<file path="config.mk">
export PLATFORM = sky130hd
export DESIGN_NAME = risc_mem_arbiter_flat
export DESIGN_NICKNAME = d
export VERILOG_FILES = /design/src/rtl/risc_mem_arbiter_pkg.sv /design/src/rtl/risc_mem_arbiter_if.sv /design/src/rtl/risc_mem_arbiter_rr_pick.sv /design/src/rtl/risc_mem_arbiter.sv /design/src/flat_wrapper.sv
export SDC_FILE = /design/constraint.sdc
export NUM_CORES = 1
export LEC_CHECK = 0
export CAP_MARGIN = 20
export CORE_MARGIN = 4
export CORE_UTILIZATION = 45
export DETAILED_ROUTE_END_ITERATION = 7
export PLACE_DENSITY = 0.79
export SLEW_MARGIN = 25
export SYNTH_ARGS = -nofsm -noshare
export SYNTH_HDL_FRONTEND = slang
export SYNTH_SLANG_ARGS = --single-unit
</file>
<file path="constraint.sdc">
create_clock -name clk -period 1.7 [get_ports clk]
set_input_delay 0.425 -clock clk [delete_from_list [all_inputs] [get_ports clk]]
set_output_delay 0.425 -clock clk [all_outputs]
set_load 0.05 [all_outputs]
</file>
<file path="src/rtl/risc_mem_arbiter_pkg.sv">
// Shared types and helpers for the risc_mem_arbiter block (package risc_arb_pkg).
package risc_arb_pkg;

    typedef enum logic [1:0] {
        IDLE   = 2'b00,
        ACCESS = 2'b01,
        ACK    = 2'b10
    } state_e;

    localparam int DEF_AWIDTH = 5;
    localparam int DEF_DWIDTH = 8;

    function automatic int unsigned idx_inc(input int unsigned idx, input int unsigned n);
        return (idx + 32'd1 >= n) ? 32'd0 : idx + 32'd1;
    endfunction

endpackage

</file>
<file path="src/rtl/risc_mem_arbiter_if.sv">
// Requester and memory-side bus of the arbiter; slave = arbiter, master = requesters/memory.
interface risc_mem_arbiter_if
    import risc_arb_pkg::*;
#(
    parameter int NREQ   = 2,
    parameter int AWIDTH = DEF_AWIDTH,
    parameter int DWIDTH = DEF_DWIDTH
);
    logic [NREQ-1:0]        req;
    logic [NREQ-1:0]        lock;
    logic [NREQ-1:0]        we;
    logic [NREQ*AWIDTH-1:0] addr;
    logic [NREQ*DWIDTH-1:0] wdata;
    logic [NREQ-1:0]        gnt;
    logic [NREQ-1:0]        ack;
    logic [DWIDTH-1:0]      rdata;
    logic                   mem_rd;
    logic                   mem_wr;
    logic [AWIDTH-1:0]      mem_addr;
    logic [DWIDTH-1:0]      mem_wdata;
    logic [DWIDTH-1:0]      mem_rdata;
    logic                   busy;
    logic                   lock_timeout;

    modport slave (
        input  req, lock, we, addr, wdata, mem_rdata,
        output gnt, ack, rdata, mem_rd, mem_wr, mem_addr, mem_wdata, busy, lock_timeout
    );

    modport master (
        output req, lock, we, addr, wdata, mem_rdata,
        input  gnt, ack, rdata, mem_rd, mem_wr, mem_addr, mem_wdata, busy, lock_timeout
    );

endinterface

</file>
<file path="src/rtl/risc_mem_arbiter_rr_pick.sv">
// Combinational round-robin winner search starting at rr_ptr_i.
module arb_rr_pick
    import risc_arb_pkg::*;
#(
    parameter int NREQ = 2,
    parameter int IDXW = 1
) (
    input  logic [NREQ-1:0] req_i,
    input  logic [IDXW-1:0] rr_ptr_i,
    output logic            valid_o,
    output logic [IDXW-1:0] idx_o
);

    always_comb begin
        int unsigned cand;
        valid_o = 1'b0;
        idx_o   = '0;
        cand    = 32'(rr_ptr_i);
        for (int k = 0; k < NREQ; k++) begin
            if (!valid_o && req_i[IDXW'(cand)]) begin
                valid_o = 1'b1;
                idx_o   = IDXW'(cand);
            end
            cand = idx_inc(cand, NREQ);
        end
    end

endmodule

</file>
<file path="src/rtl/risc_mem_arbiter.sv">
// Round-robin single-port memory arbiter with optional locked bursts.
// Optional lock timeout: define ARB_LOCK_TIMEOUT_EN (bounds a lock to MAX_LOCK accesses).
module risc_mem_arbiter
    import risc_arb_pkg::*;
#(
    parameter int NREQ     = 2,
    parameter int AWIDTH   = DEF_AWIDTH,
    parameter int DWIDTH   = DEF_DWIDTH,
    parameter int MAX_LOCK = 4
) (
    input  logic                 clk,
    input  logic                 rst,
    risc_mem_arbiter_if.slave    bus
);

    localparam int IDXW = (NREQ > 1) ? $clog2(NREQ) : 1;

    state_e            state_q, state_d;
    logic [IDXW-1:0]   idx_q, idx_d, rr_ptr_q, rr_ptr_d;
    logic [IDXW-1:0]   pick_idx, sel_idx;
    logic              pick_valid, lock_hit;
    logic              we_q, we_d, sel_we;
    logic [AWIDTH-1:0] addr_q, addr_d, sel_addr, mem_addr_q, mem_addr_d;
    logic [DWIDTH-1:0] wdata_q, wdata_d, sel_wdata, mem_wdata_q, mem_wdata_d;
    logic [DWIDTH-1:0] rdata_q, rdata_d;
    logic [NREQ-1:0]   gnt_q, gnt_d, ack_q, ack_d;
    logic              mem_rd_q, mem_rd_d, mem_wr_q, mem_wr_d;
    logic              busy_q, busy_d, lock_to_q, lock_to_d;

`ifdef ARB_LOCK_TIMEOUT_EN
    localparam int LCW = (MAX_LOCK > 1) ? $clog2(MAX_LOCK) : 1;
    logic [LCW-1:0] lock_cnt_q, lock_cnt_d;
`endif

    arb_rr_pick #(
        .NREQ (NREQ),
        .IDXW (IDXW)
    ) u_pick (
        .req_i    (bus.req),
        .rr_ptr_i (rr_ptr_q),
        .valid_o  (pick_valid),
        .idx_o    (pick_idx)
    );

    // New winner in IDLE, current owner when re-latching a locked burst.
    assign sel_idx   = (state_q == IDLE) ? pick_idx : idx_q;
    assign sel_we    = bus.we[sel_idx];
    assign sel_addr  = bus.addr[sel_idx*AWIDTH +: AWIDTH];
    assign sel_wdata = bus.wdata[sel_idx*DWIDTH +: DWIDTH];

    always_comb begin
        // NOTE: every output of this block gets a default first, so no path can infer a latch.
        state_d     = state_q;
        idx_d       = idx_q;
        we_d        = we_q;
        addr_d      = addr_q;
        wdata_d     = wdata_q;
        gnt_d       = gnt_q;
        rr_ptr_d    = rr_ptr_q;
        lock_hit    = 1'b0;
        lock_to_d   = 1'b0;
`ifdef ARB_LOCK_TIMEOUT_EN
        lock_cnt_d  = lock_cnt_q;
`endif
        // Strobes, ack and busy form a register stage that trails the FSM by one cycle.
        mem_rd_d    = (state_q == ACCESS) && !we_q;
        mem_wr_d    = (state_q == ACCESS) && we_q;
        mem_addr_d  = (state_q == ACCESS) ? addr_q  : mem_addr_q;
        mem_wdata_d = (state_q == ACCESS) ? wdata_q : mem_wdata_q;
        rdata_d     = mem_rd_q ? bus.mem_rdata : rdata_q;
        busy_d      = (state_q != IDLE);
        ack_d       = '0;
        if (state_q == ACK) ack_d[idx_q] = 1'b1;

        case (state_q)
            IDLE: begin
                if (pick_valid) begin
                    idx_d          = pick_idx;
                    we_d           = sel_we;
                    addr_d         = sel_addr;
                    wdata_d        = sel_wdata;
                    gnt_d          = '0;
                    gnt_d[pick_idx] = 1'b1;
                    state_d        = ACCESS;
                end
            end
            ACCESS: state_d = ACK;
            ACK: begin
                lock_hit = bus.lock[idx_q] & bus.req[idx_q];
`ifdef ARB_LOCK_TIMEOUT_EN
                if (lock_hit && lock_cnt_q == LCW'(MAX_LOCK - 1)) begin
                    lock_hit  = 1'b0;
                    lock_to_d = 1'b1;
                end
`endif
                if (lock_hit) begin
                    we_d    = sel_we;
                    addr_d  = sel_addr;
                    wdata_d = sel_wdata;
                    state_d = ACCESS;
`ifdef ARB_LOCK_TIMEOUT_EN
                    lock_cnt_d = LCW'(lock_cnt_q + 1'b1);
`endif
                end else begin
                    gnt_d    = '0;
                    rr_ptr_d = IDXW'(idx_inc(32'(idx_q), NREQ));
                    state_d  = IDLE;
`ifdef ARB_LOCK_TIMEOUT_EN
                    lock_cnt_d = '0;
`endif
                end
            end
            default: state_d = IDLE;
        endcase
    end

    // NOTE: state registers use non-blocking assignments so all flops update together.
    always_ff @(posedge clk or posedge rst) begin
        if (rst) begin
            state_q     <= IDLE;
            idx_q       <= '0;
            rr_ptr_q    <= '0;
            we_q        <= 1'b0;
            addr_q      <= '0;
            wdata_q     <= '0;
            gnt_q       <= '0;
            ack_q       <= '0;
            rdata_q     <= '0;
            mem_rd_q    <= 1'b0;
            mem_wr_q    <= 1'b0;
            mem_addr_q  <= '0;
            mem_wdata_q <= '0;
            busy_q      <= 1'b0;
            lock_to_q   <= 1'b0;
        end else begin
            state_q     <= state_d;
            idx_q       <= idx_d;
            rr_ptr_q    <= rr_ptr_d;
            we_q        <= we_d;
            addr_q      <= addr_d;
            wdata_q     <= wdata_d;
            gnt_q       <= gnt_d;
            ack_q       <= ack_d;
            rdata_q     <= rdata_d;
            mem_rd_q    <= mem_rd_d;
            mem_wr_q    <= mem_wr_d;
            mem_addr_q  <= mem_addr_d;
            mem_wdata_q <= mem_wdata_d;
            busy_q      <= busy_d;
            lock_to_q   <= lock_to_d;
        end
    end

`ifdef ARB_LOCK_TIMEOUT_EN
    always_ff @(posedge clk or posedge rst) begin
        if (rst) lock_cnt_q <= '0;
        else     lock_cnt_q <= lock_cnt_d;
    end
    assign bus.lock_timeout = lock_to_q;
`else
    assign bus.lock_timeout = 1'b0;
`endif

    assign bus.gnt       = gnt_q;
    assign bus.ack       = ack_q;
    assign bus.rdata     = rdata_q;
    assign bus.mem_rd    = mem_rd_q;
    assign bus.mem_wr    = mem_wr_q;
    assign bus.mem_addr  = mem_addr_q;
    assign bus.mem_wdata = mem_wdata_q;
    assign bus.busy      = busy_q;

endmodule

</file>
<file path="src/flat_wrapper.sv">
// flat-port wrapper written by rule: the top's interface ports become plain ports
module risc_mem_arbiter_flat import risc_arb_pkg::*;
#(
    parameter int NREQ     = 2,
    parameter int AWIDTH   = DEF_AWIDTH,
    parameter int DWIDTH   = DEF_DWIDTH,
    parameter int MAX_LOCK = 4
)
  (clk, rst, bus_req, bus_lock, bus_we, bus_addr, bus_wdata, bus_mem_rdata, bus_gnt, bus_ack, bus_rdata, bus_mem_rd, bus_mem_wr, bus_mem_addr, bus_mem_wdata, bus_busy, bus_lock_timeout);
  risc_mem_arbiter_if #(.NREQ(NREQ), .AWIDTH(AWIDTH), .DWIDTH(DWIDTH)) bus_i ();
  input  logic clk;
  input  logic rst;
  input wire logic [$bits(bus_i.req)-1:0] bus_req;
  input wire logic [$bits(bus_i.lock)-1:0] bus_lock;
  input wire logic [$bits(bus_i.we)-1:0] bus_we;
  input wire logic [$bits(bus_i.addr)-1:0] bus_addr;
  input wire logic [$bits(bus_i.wdata)-1:0] bus_wdata;
  input wire logic [$bits(bus_i.mem_rdata)-1:0] bus_mem_rdata;
  output wire logic [$bits(bus_i.gnt)-1:0] bus_gnt;
  output wire logic [$bits(bus_i.ack)-1:0] bus_ack;
  output wire logic [$bits(bus_i.rdata)-1:0] bus_rdata;
  output wire logic [$bits(bus_i.mem_rd)-1:0] bus_mem_rd;
  output wire logic [$bits(bus_i.mem_wr)-1:0] bus_mem_wr;
  output wire logic [$bits(bus_i.mem_addr)-1:0] bus_mem_addr;
  output wire logic [$bits(bus_i.mem_wdata)-1:0] bus_mem_wdata;
  output wire logic [$bits(bus_i.busy)-1:0] bus_busy;
  output wire logic [$bits(bus_i.lock_timeout)-1:0] bus_lock_timeout;
  assign bus_i.req = bus_req;
  assign bus_i.lock = bus_lock;
  assign bus_i.we = bus_we;
  assign bus_i.addr = bus_addr;
  assign bus_i.wdata = bus_wdata;
  assign bus_i.mem_rdata = bus_mem_rdata;
  assign bus_gnt = bus_i.gnt;
  assign bus_ack = bus_i.ack;
  assign bus_rdata = bus_i.rdata;
  assign bus_mem_rd = bus_i.mem_rd;
  assign bus_mem_wr = bus_i.mem_wr;
  assign bus_mem_addr = bus_i.mem_addr;
  assign bus_mem_wdata = bus_i.mem_wdata;
  assign bus_busy = bus_i.busy;
  assign bus_lock_timeout = bus_i.lock_timeout;
  risc_mem_arbiter #(.NREQ(NREQ), .AWIDTH(AWIDTH), .DWIDTH(DWIDTH), .MAX_LOCK(MAX_LOCK)) u_core (.clk(clk), .rst(rst), .bus(bus_i));
endmodule
</file>
# Word-level counts from Yosys, hierarchy flattened
# Index checks and enable logic that the tools add are counted.
[totals]
reg_bits = 46
inputBits = 42
out_inout_bits = 29
wordCells = 86
[op_classes]
n_addsub = 2
mul = 1
n_lt_le_gt_ge = 9
eq_ne = 5
shifts = 2
n_mux = 37
n_bitwise = 2
n_reduce_logical = 14
[op_table]
columns = ["operator", "n"]
rows = [
  ["2-to-1 mux 1 bit", 22],
  ["2-to-1 mux 8 bit", 2],
  ["one-hot mux 8 bit (2 select lines)", 1],
  ["variable part select 16 x 5 -> 8 bit", 1],
  ["< comparator 1 x 2 -> 1 bit (second input constant)", 5],
  ["2-to-1 mux 5 bit", 2],
  ["one-hot mux 5 bit (2 select lines)", 1],
  ["variable part select 10 x 5 -> 5 bit", 1],
  ["2-to-1 mux 2 bit", 4],
  ["one-hot mux 2 bit (3 select lines)", 1],
  ["AND reduction 3 bit", 2],
  ["logical AND 1 bit", 5],
  ["adder 1 x 1 -> 2 bit (second input constant)", 2],
  [">= comparator 2 bit (second input constant)", 2],
  ["multiplier 1 x 3 -> 4 bit (second input constant)", 1],
  ["inequality test 2 bit (second input constant)", 2],
  ["one-hot mux 2 bit (2 select lines)", 1],
  ["AND reduction 2 bit", 2],
  ["nonzero test 2 bit", 2],
  ["demux 1 bit (select 1 bit)", 2],
  ["equality test 2 x 1 -> 1 bit (second input constant)", 1],
  ["equality test 2 bit (second input constant)", 1],
  [">= comparator 1 bit (second input constant)", 2],
  ["logical NOT 1 bit", 2],
  ["other kinds (5)", 5],
]

# Longest topological paths before layout
# Gate-level depths: netlist of the first run.
[depth]
word_depth = 13
depth_mapped = 6
depth_no_buf = 5

# Hierarchy
# From an unflattened synthesis of the first run, not the netlist that was laid out.
[unflattened]
hier_cells = 137
area_unflattened_um2 = 1985.7
[by_module_without_submodules]
columns = ["module", "instances", "cells_per_inst", "area_per_inst_um2"]
rows = [
  ["risc_mem_arbiter", 1, 134, 1968.1],
  ["arb_rr_pick", 1, 3, 17.5],
]

# Least setup slack after synthesis of the first run
# Ideal clock, no wire load.
[synth_timing]
path_kind = "reg-to-reg"
start = "register u_core.idx_q"
end = "register u_core.addr_q[2]"
setup_ns = 0.126
t_arrival_ns = 1.350
required_ns = 1.574
path_slack_ns = 0.224
stages_incl_launch_ff = 7
n_path_buf = 3
synth_period_minus_slack_ns = 1.476
cell_sequence = "dfrtp_1 -> buf_6 -> nand3b_1 -> a311oi_2 -> buf_4 -> buf_6 -> a21oi_1"
[synth_via]
elab_chain_len = 5
elab_cells_between_ends = 13
[synth_rtl]
columns = ["element", "line", "text"]
rows = [
  ["start, declared", "risc_mem_arbiter.sv:19", "logic [IDXW-1:0] idx_q, idx_d, rr_ptr_q, rr_ptr_d;"],
  ["start signal, assigned", "risc_mem_arbiter.sv:137", "idx_q <= idx_d;"],
  ["2-to-1 mux 1 bit (on tied branches)", "risc_mem_arbiter.sv:46, risc_mem_arbiter.sv:89", ""],
  ["multiplier 1 x 3 -> 4 bit or 2-to-1 mux 1 bit (tied branches)", "risc_mem_arbiter.sv:48, risc_mem_arbiter.sv:89", ""],
  ["variable part select 10 x 5 -> 5 bit or bitwise AND 1 bit (tied branches)", "risc_mem_arbiter.sv:48, risc_mem_arbiter.sv:89", ""],
  ["2-to-1 mux 5 bit, or another cell as far along", "risc_mem_arbiter.sv:96", "if (lock_hit) begin"],
  ["one-hot mux 5 bit (2 select lines) or AND reduction 3 bit (tied branches)", "n/a", ""],
  ["end signal, assigned", "risc_mem_arbiter.sv:140", "addr_q <= addr_d;"],
  ["end, declared", "risc_mem_arbiter.sv:23", "logic [AWIDTH-1:0] addr_q, addr_d, sel_addr, mem_addr_q, mem_addr_d;"],
]
# Parallel ways exist; a longest one is shown, timed or not. The select of a mux whose other input is x is not followed.
# A chain may end at the register's enable or synchronous reset.

# Worst setup path after layout of the first run
[layout_timing]
start = "input port bus_lock[0]"
end = "register u_core.addr_q[0]"
[layout_via]
elab_chain_len = 5
[layout_rtl]
columns = ["element", "line", "text"]
rows = [
  ["start, declared", "flat_wrapper.sv:14", "input wire logic [$bits(bus_i.lock)-1:0] bus_lock;"],
  ["2-to-1 mux 1 bit (not written as such) (2 in series)", "risc_mem_arbiter.sv:89", "lock_hit = bus.lock[idx_q] & bus.req[idx_q];"],
  ["bitwise AND 1 bit", "risc_mem_arbiter.sv:89", ""],
  ["inequality test 2 bit (no line)", "n/a", ""],
  ["AND reduction 3 bit (no line)", "n/a", ""],
]
# No other way between the ends. The select of a mux whose other input is x is not followed.

==> impl_metrics.env, run 1 <==
export IMPL_cts_setup_buffers=0
export IMPL_drt_pre_antenna_iters=4
export IMPL_grt_pass1_vias=1581
export IMPL_syn_nets=220
export IMPL_antenna_found_initial=0
export IMPL_clk_insertion_delay_late_ns=0.29
export IMPL_clk_pin_slew_ns=0.08
export IMPL_cp_buffers_inverters=2
export IMPL_slowest_delay_ns=0.48
export IMPL_maxCapViolations=0
export IMPL_vias=1667
export IMPL_groute_usage_overall=0.165
export IMPL_fillerInstances=353
export IMPL_die_area_sq_um=5970
export IMPL_final_util=0.666
export IMPL_ys_dominant_reg_cell="dfrtp_1"
export IMPL_arrival_ns=1.82
export IMPL_synth_area_leaders="dfrtp_1, mux2_2, mux2i_1"
export IMPL_fin_skew_ns=0.00406
export IMPL_cp_end_kind="flop"
export IMPL_coreArea_sq_um=4500
export IMPL_yosysTopAreaCell="dfrtp_1"
export IMPL_cp_required_ns=1.92
export IMPL_cts_made_buffers=5
export IMPL_initial_core_util=0.479
export IMPL_crit_family="buffers and inverters"
export IMPL_worstPathMaxFanout=12
export IMPL_syn_avg_cell_area_sq_um=12.1
export IMPL_ctsLongestPathBuffers=2
export IMPL_gp_congestion=0.753
export IMPL_netlist_instances=178
export IMPL_ant_nets=0
export IMPL_finalMaxSlewViolations=0
export IMPL_synth_edf_count=0
export IMPL_rsz0062_at_grt="false"
export IMPL_fin_setup_tns_ns=0
export IMPL_drc=0
export IMPL_syn_to_final_growth_pct=38.8
export IMPL_final_hold_viol_count=0
export IMPL_async_flop_share=1.00
export IMPL_ys_top_cells_by_count="dfrtp_1, nor2_1, mux2_2, a21oi_1, mux2i_1"
export IMPL_synth_cell_area_sq_um=2160
export IMPL_die_x_um=77.3
export IMPL_outcome="completed"
export IMPL_port_buffers=69
export IMPL_yosysSeqAreaShare=0.533
export IMPL_hold_class="reg -> reg"
export IMPL_ys_ff_latch=46
export IMPL_synth_distinct_cells=29
export IMPL_vias_per_cell=5.41
export IMPL_h_tree_depth=2
export IMPL_critPathLaunchType="input pin"
export IMPL_wl_per_cell_um=16.0
export IMPL_cp_slowest_cell="clkdlybuf4s50_1"
export IMPL_crit_type="in -> reg"
export IMPL_leakagePower_uw=0.00134
export IMPL_place_detailed_hpwl_um=3590
export IMPL_ir_drop_mv=1.20
export IMPL_cp_cell_sequence="clkdlybuf4s50_1 -> nand3b_1 -> a311oi_4 -> buf_6 -> nor2_1 -> a21oi_1"
export IMPL_finalSetupViolCount=0
export IMPL_min_period_over_period=0.940
export IMPL_root_buffer="clkbuf_8"
export IMPL_rows=24
export IMPL_die_h_um=77.3
export IMPL_grt_max_degree=47
export IMPL_max_freq_mhz=626
export IMPL_io_pins=71
export IMPL_yosysMostFrequentCell="dfrtp_1"
export IMPL_diodes=0
export IMPL_power_density_nw_per_um2=2150
export IMPL_nets=298
export IMPL_drtIter0Drc=48
export IMPL_yosys_area_top_type_share=0.533
export IMPL_grt_ovfl_total=0
export IMPL_clock_sinks=46
export IMPL_synth_warnings=0
export IMPL_cts_hold_buf=0
export IMPL_finalCriticalPeriod_ns=1.60
export IMPL_cts_tree="yes"
export IMPL_wirelength_um=4940
export IMPL_drive_gt1_frac=0.332
export IMPL_grt_pass1_wl_um=7890
==> cell type report <==
class	instances	area (sq um)	share of cell area
sequential	46	1150	0.384
multi-input combinational	116	923	0.308
timing repair buffer	84	771	0.257
clock buffer	7	76.3	0.0255
tap	52	65.1	0.0217
inverter	3	11.3	0.00376
==> placed cells by master, fill, tap and decap left out, types with 4 or more instances in the layout <==
master / instances
a21oi_1: 16
dfrtp_1: 46
a221oi_2: 10
buf_4: 39
mux2_2: 21
nor2_1: 29
mux2i_1: 14
clkdlybuf4s50_1: 39
a221oi_1: 4
clkbuf_8: 5
==> per-layer routing <==
| metal | wire [um] | vias up | track usage |
|---|---|---|---|
| met5 | 0 | - | 0 |
| met4 | 53 | 0 | 0.0480 |
| met3 | 299 | 6 | 0.0468 |
| met2 | 2470 | 62 | 0.263 |
| met1 | 2110 | 810 | 0.220 |
| li1 | - | 789 | - |
==> path summary, 6_finish.rpt <==
| kind | startpoint | endpoint | depth (start not counted) | slack (ns) |
|---|---|---|---|---|
| hold / removal | u_core.we_q$_DFFE_PP0P_ | u_core.bus.mem_rd$_DFF_PP0_ | 1 | 0.46 |
| hold reg to reg | u_core.we_q$_DFFE_PP0P_ | u_core.bus.mem_rd$_DFF_PP0_ | 1 | 0.46 |
| setup / recovery | bus_lock[0] | u_core.addr_q[0]$_DFFE_PP0P_ | 6 | 0.10 |
| setup reg to reg | u_core.state_q[1]$_DFFE_PP0P_ | u_core.wdata_q[1]$_DFFE_PP0P_ | 7 | 0.15 |
| max in group asynchronous | rst | u_core.bus.ack[1]$_DFF_PP0_ | 3 | 1.00 |
| min in group asynchronous | rst | u_core.bus.rdata[7]$_DFFE_PP0P_ | 3 | 0.49 |
==> stage by stage <==
step	cell area [sq um]	hold WS (ns)	instances	total power, uW	setup WS [ns]
3_5_place_dp	2890	0.452	300	5800	-0.334
4_1_cts	2960	0.467	307	6440	-0.0152
6_report	3000	0.464	308	6440	0.101
5_1_grt	3000	0.492	308	6840	0.00889
2_1_floorplan	2160	0.418	178	4730	0.187
3_3_place_gp	2890	0.451	300	5730	-0.290
==> logic make-up (layout without fill, tap and decap cells) <==
logic type	after synthesis	count (layout)	share of synthesized area
muxes	35	35	0.174
other	1	1	0.00174
buffers and inverters	16	94	0.0521
AOI/OAI and AO/OA	37	37	0.148
and+or+nand+nor	43	43	0.0904
DFF	46	46	0.533
==> worst reg2reg max path: cells and delay by family, from the launching register on <==
family,cells,cell delay [ns]
buffers and inverters,3,0.42
AOI/OAI and AO/OA,3,0.40
and+or+nand+nor,1,0.08
DFF,1,0.54
==> sequential cells by signal (all words and copies together), names as in the netlist <==
name / count
u_core.bus.busy: 1
u_core.wdata_q: 8
u_core.we_q: 1
u_core.bus.rdata: 8
u_core.bus.mem_addr: 5
u_core.bus.mem_wr: 1
u_core.addr_q: 5
u_core.idx_q: 1
u_core.bus.mem_rd: 1
u_core.bus.mem_wdata: 8
u_core.rr_ptr_q: 1
u_core.bus.ack: 2
u_core.bus.gnt: 2
u_core.state_q: 2
==> power breakdown <==
part	switching [uW]	total [uW]	internal, uW
logic	2250	3820	1570
registers	355	2000	1650
clock network	336	619	283
total	2940	6440	3500
==> repair_timing <==
action,CTS,global route
gates resized for setup,0,9
cloned,0,1
pin swaps,0,2
endpoints found under the setup margin,8,14
Note: power is estimated with default switching activity, not from simulation.
==> inputs of run 2 (changes only) <==
- clock period: 1.7 -> 1.8 ns (I/O delays scaled with it)
==> impl_metrics.env, run 2 (synthesis gave the netlist of run 1 again) <==
export IMPL_outcome="completed"
export IMPL_drive_gt1_frac=0.315
export IMPL_root_buffer="clkbuf_8"
export IMPL_die_h_um=77.3
export IMPL_leakagePower_uw=0.00132
export IMPL_drt_pre_antenna_iters=4
export IMPL_fillerInstances=365
export IMPL_ant_nets=0
export IMPL_stdcell_count=306
export IMPL_max_freq_mhz=591
export IMPL_finalSetupViolCount=0
export IMPL_drc=0
export IMPL_gp_congestion=0.757
export IMPL_final_cell_mix="dfrtp_1, clkdlybuf4s50_1, buf_4"
export IMPL_ir_drop_mv=1.19
export IMPL_crit_type="in -> reg"
export IMPL_vias=1627
export IMPL_final_hold_viol_count=0
export IMPL_diodes=0
export IMPL_hold_class="reg -> reg"
export IMPL_cts_made_buffers=5
export IMPL_placed_cell_area_sq_um=2880
export IMPL_place_detailed_hpwl_um=3580
export IMPL_ctsLongestPathBuffers=2
export IMPL_h_tree_depth=2
export IMPL_rsz0062_at_grt="false"
export IMPL_arrival_ns=1.90
export IMPL_io_pins=71
export IMPL_drtIter0Drc=69
export IMPL_nets=296
export IMPL_grtUsageMet3=0.0457
export IMPL_final_common_cell="dfrtp_1"
export IMPL_clock_sinks=46
export IMPL_grt_pass1_vias=1626
export IMPL_use_met2=0.261
export IMPL_initial_core_util=0.479
export IMPL_die_area_sq_um=5970
export IMPL_design_area_sq_um=2960
export IMPL_rows=24
export IMPL_grt_max_degree=47
export IMPL_met1_usage=0.218
export IMPL_cts_hold_buf=0
export IMPL_clk_pin_slew_ns=0.08
export IMPL_groute_usage_overall=0.162
export IMPL_critPathLaunchType="input pin"
export IMPL_cp_required_ns=2.01
export IMPL_wirelength_um=4790
export IMPL_wl_per_cell_um=15.6
export IMPL_coreArea_sq_um=4500
export IMPL_final_util=0.657
export IMPL_cts_tree="yes"
export IMPL_finalMaxSlewViolations=0
export IMPL_cts_setup_buffers=0
export IMPL_die_x_um=77.3
export IMPL_cp_end_kind="flop"
export IMPL_post_cts_resized=0
export IMPL_maxCapViolations=0
export IMPL_vias_per_cell=5.32
export IMPL_syn_to_final_growth_pct=37.1
export IMPL_hold_slack_ns=0.466
export IMPL_grt_ovfl_total=0
export IMPL_clk_insertion_delay_late_ns=0.28
export IMPL_antenna_found_initial=0
export IMPL_port_buffers=69
export IMPL_busiest_layer="met2"
export IMPL_power_density_nw_per_um2=2030
export IMPL_worstPathMaxFanout=12
export IMPL_fin_skew_ns=0.00577
export IMPL_placed_cells=299
export IMPL_finalCriticalPeriod_ns=1.69
export IMPL_grt_pass1_wl_um=7850
export IMPL_min_period_over_period=0.940
==> run 2: changes by cell type in the layout (fill, tap and decap cells not counted) <==
| cell | before | now |
|---|---|---|
| dlymetal6s2s_1 | 2 | 1 |
| nand3_2 | 1 | 0 |
| a221oi_1 | 4 | 5 |
| a221oi_2 | 10 | 9 |
| clkdlybuf4s50_1 | 39 | 40 |
| buf_4 | 39 | 38 |
| nor3_1 | 0 | 1 |
| nor3_2 | 1 | 0 |
| buf_6 | 2 | 1 |
| nand3_1 | 0 | 1 |
==> run 2: final timing paths <==
| kind | start | end | slack [ns] | depth (start not counted) |
|---|---|---|---|---|
| worst min register to register | u_core.we_q$_DFFE_PP0P_ | u_core.bus.mem_rd$_DFF_PP0_ | 0.47 | 1 |
| max in group asynchronous | rst | u_core.bus.mem_wr$_DFF_PP0_ | 1.07 | 3 |
| worst max register to register | u_core.state_q[1]$_DFFE_PP0P_ | u_core.wdata_q[7]$_DFFE_PP0P_ | 0.29 | 5 |
| min in group asynchronous | rst | u_core.bus.mem_wdata[4]$_DFFE_PP0N_ | 0.52 | 3 |
| worst max-delay path | bus_req[1] | u_core.wdata_q[0]$_DFFE_PP0P_ | 0.11 | 6 |
| worst min-delay path | u_core.we_q$_DFFE_PP0P_ | u_core.bus.mem_rd$_DFF_PP0_ | 0.47 | 1 |
==> run 2: routing by layer <==
metal	vias up	routed length (um)	part of all wire
met2	51	2300	0.48
met1	783	2190	0.46
met4	0	19	0.0040
li1	791	-	-
met5	-	0	0
met3	2	273	0.057
==> run 2: layout make-up <==
type                       instances  area (sq um)  area share
clock buffer                       7          76.3      0.0258
inverter                           3          11.3     0.00380
multi-input combinational        116           907       0.306
sequential                        46          1150       0.389
tap                               52          65.1      0.0220
timing repair buffer              82           749       0.253
==> run 2: where the power goes <==
| group | total (uW) | switching, uW | internal [uW] |
|---|---|---|---|
| registers | 1880 | 323 | 1560 |
| logic | 3540 | 2110 | 1430 |
| clock network | 585 | 317 | 268 |
| total | 6010 | 2750 | 3260 |
==> run 2: critical path, stage by stage <==
cell and delay [ns]:
clkdlybuf4s50_1 0.54, nand3_1 0.18, a311oi_4 0.32, buf_4 0.23, nor2_1 0.06, a21oi_1 0.11
==> run 2: metrics by stage <==
stage | total power [uW] | setup TNS [ns] | setup slack [ns]
6_report | 6010 | 0 | 0.109
4_1_cts | 6050 | 0 | 0.0740
3_3_place_gp | 5390 | -2.90 | -0.208
5_1_grt | 6390 | 0 | 0.0267
2_1_floorplan | 4460 | 0 | 0.262
3_5_place_dp | 5460 | -3.27 | -0.236
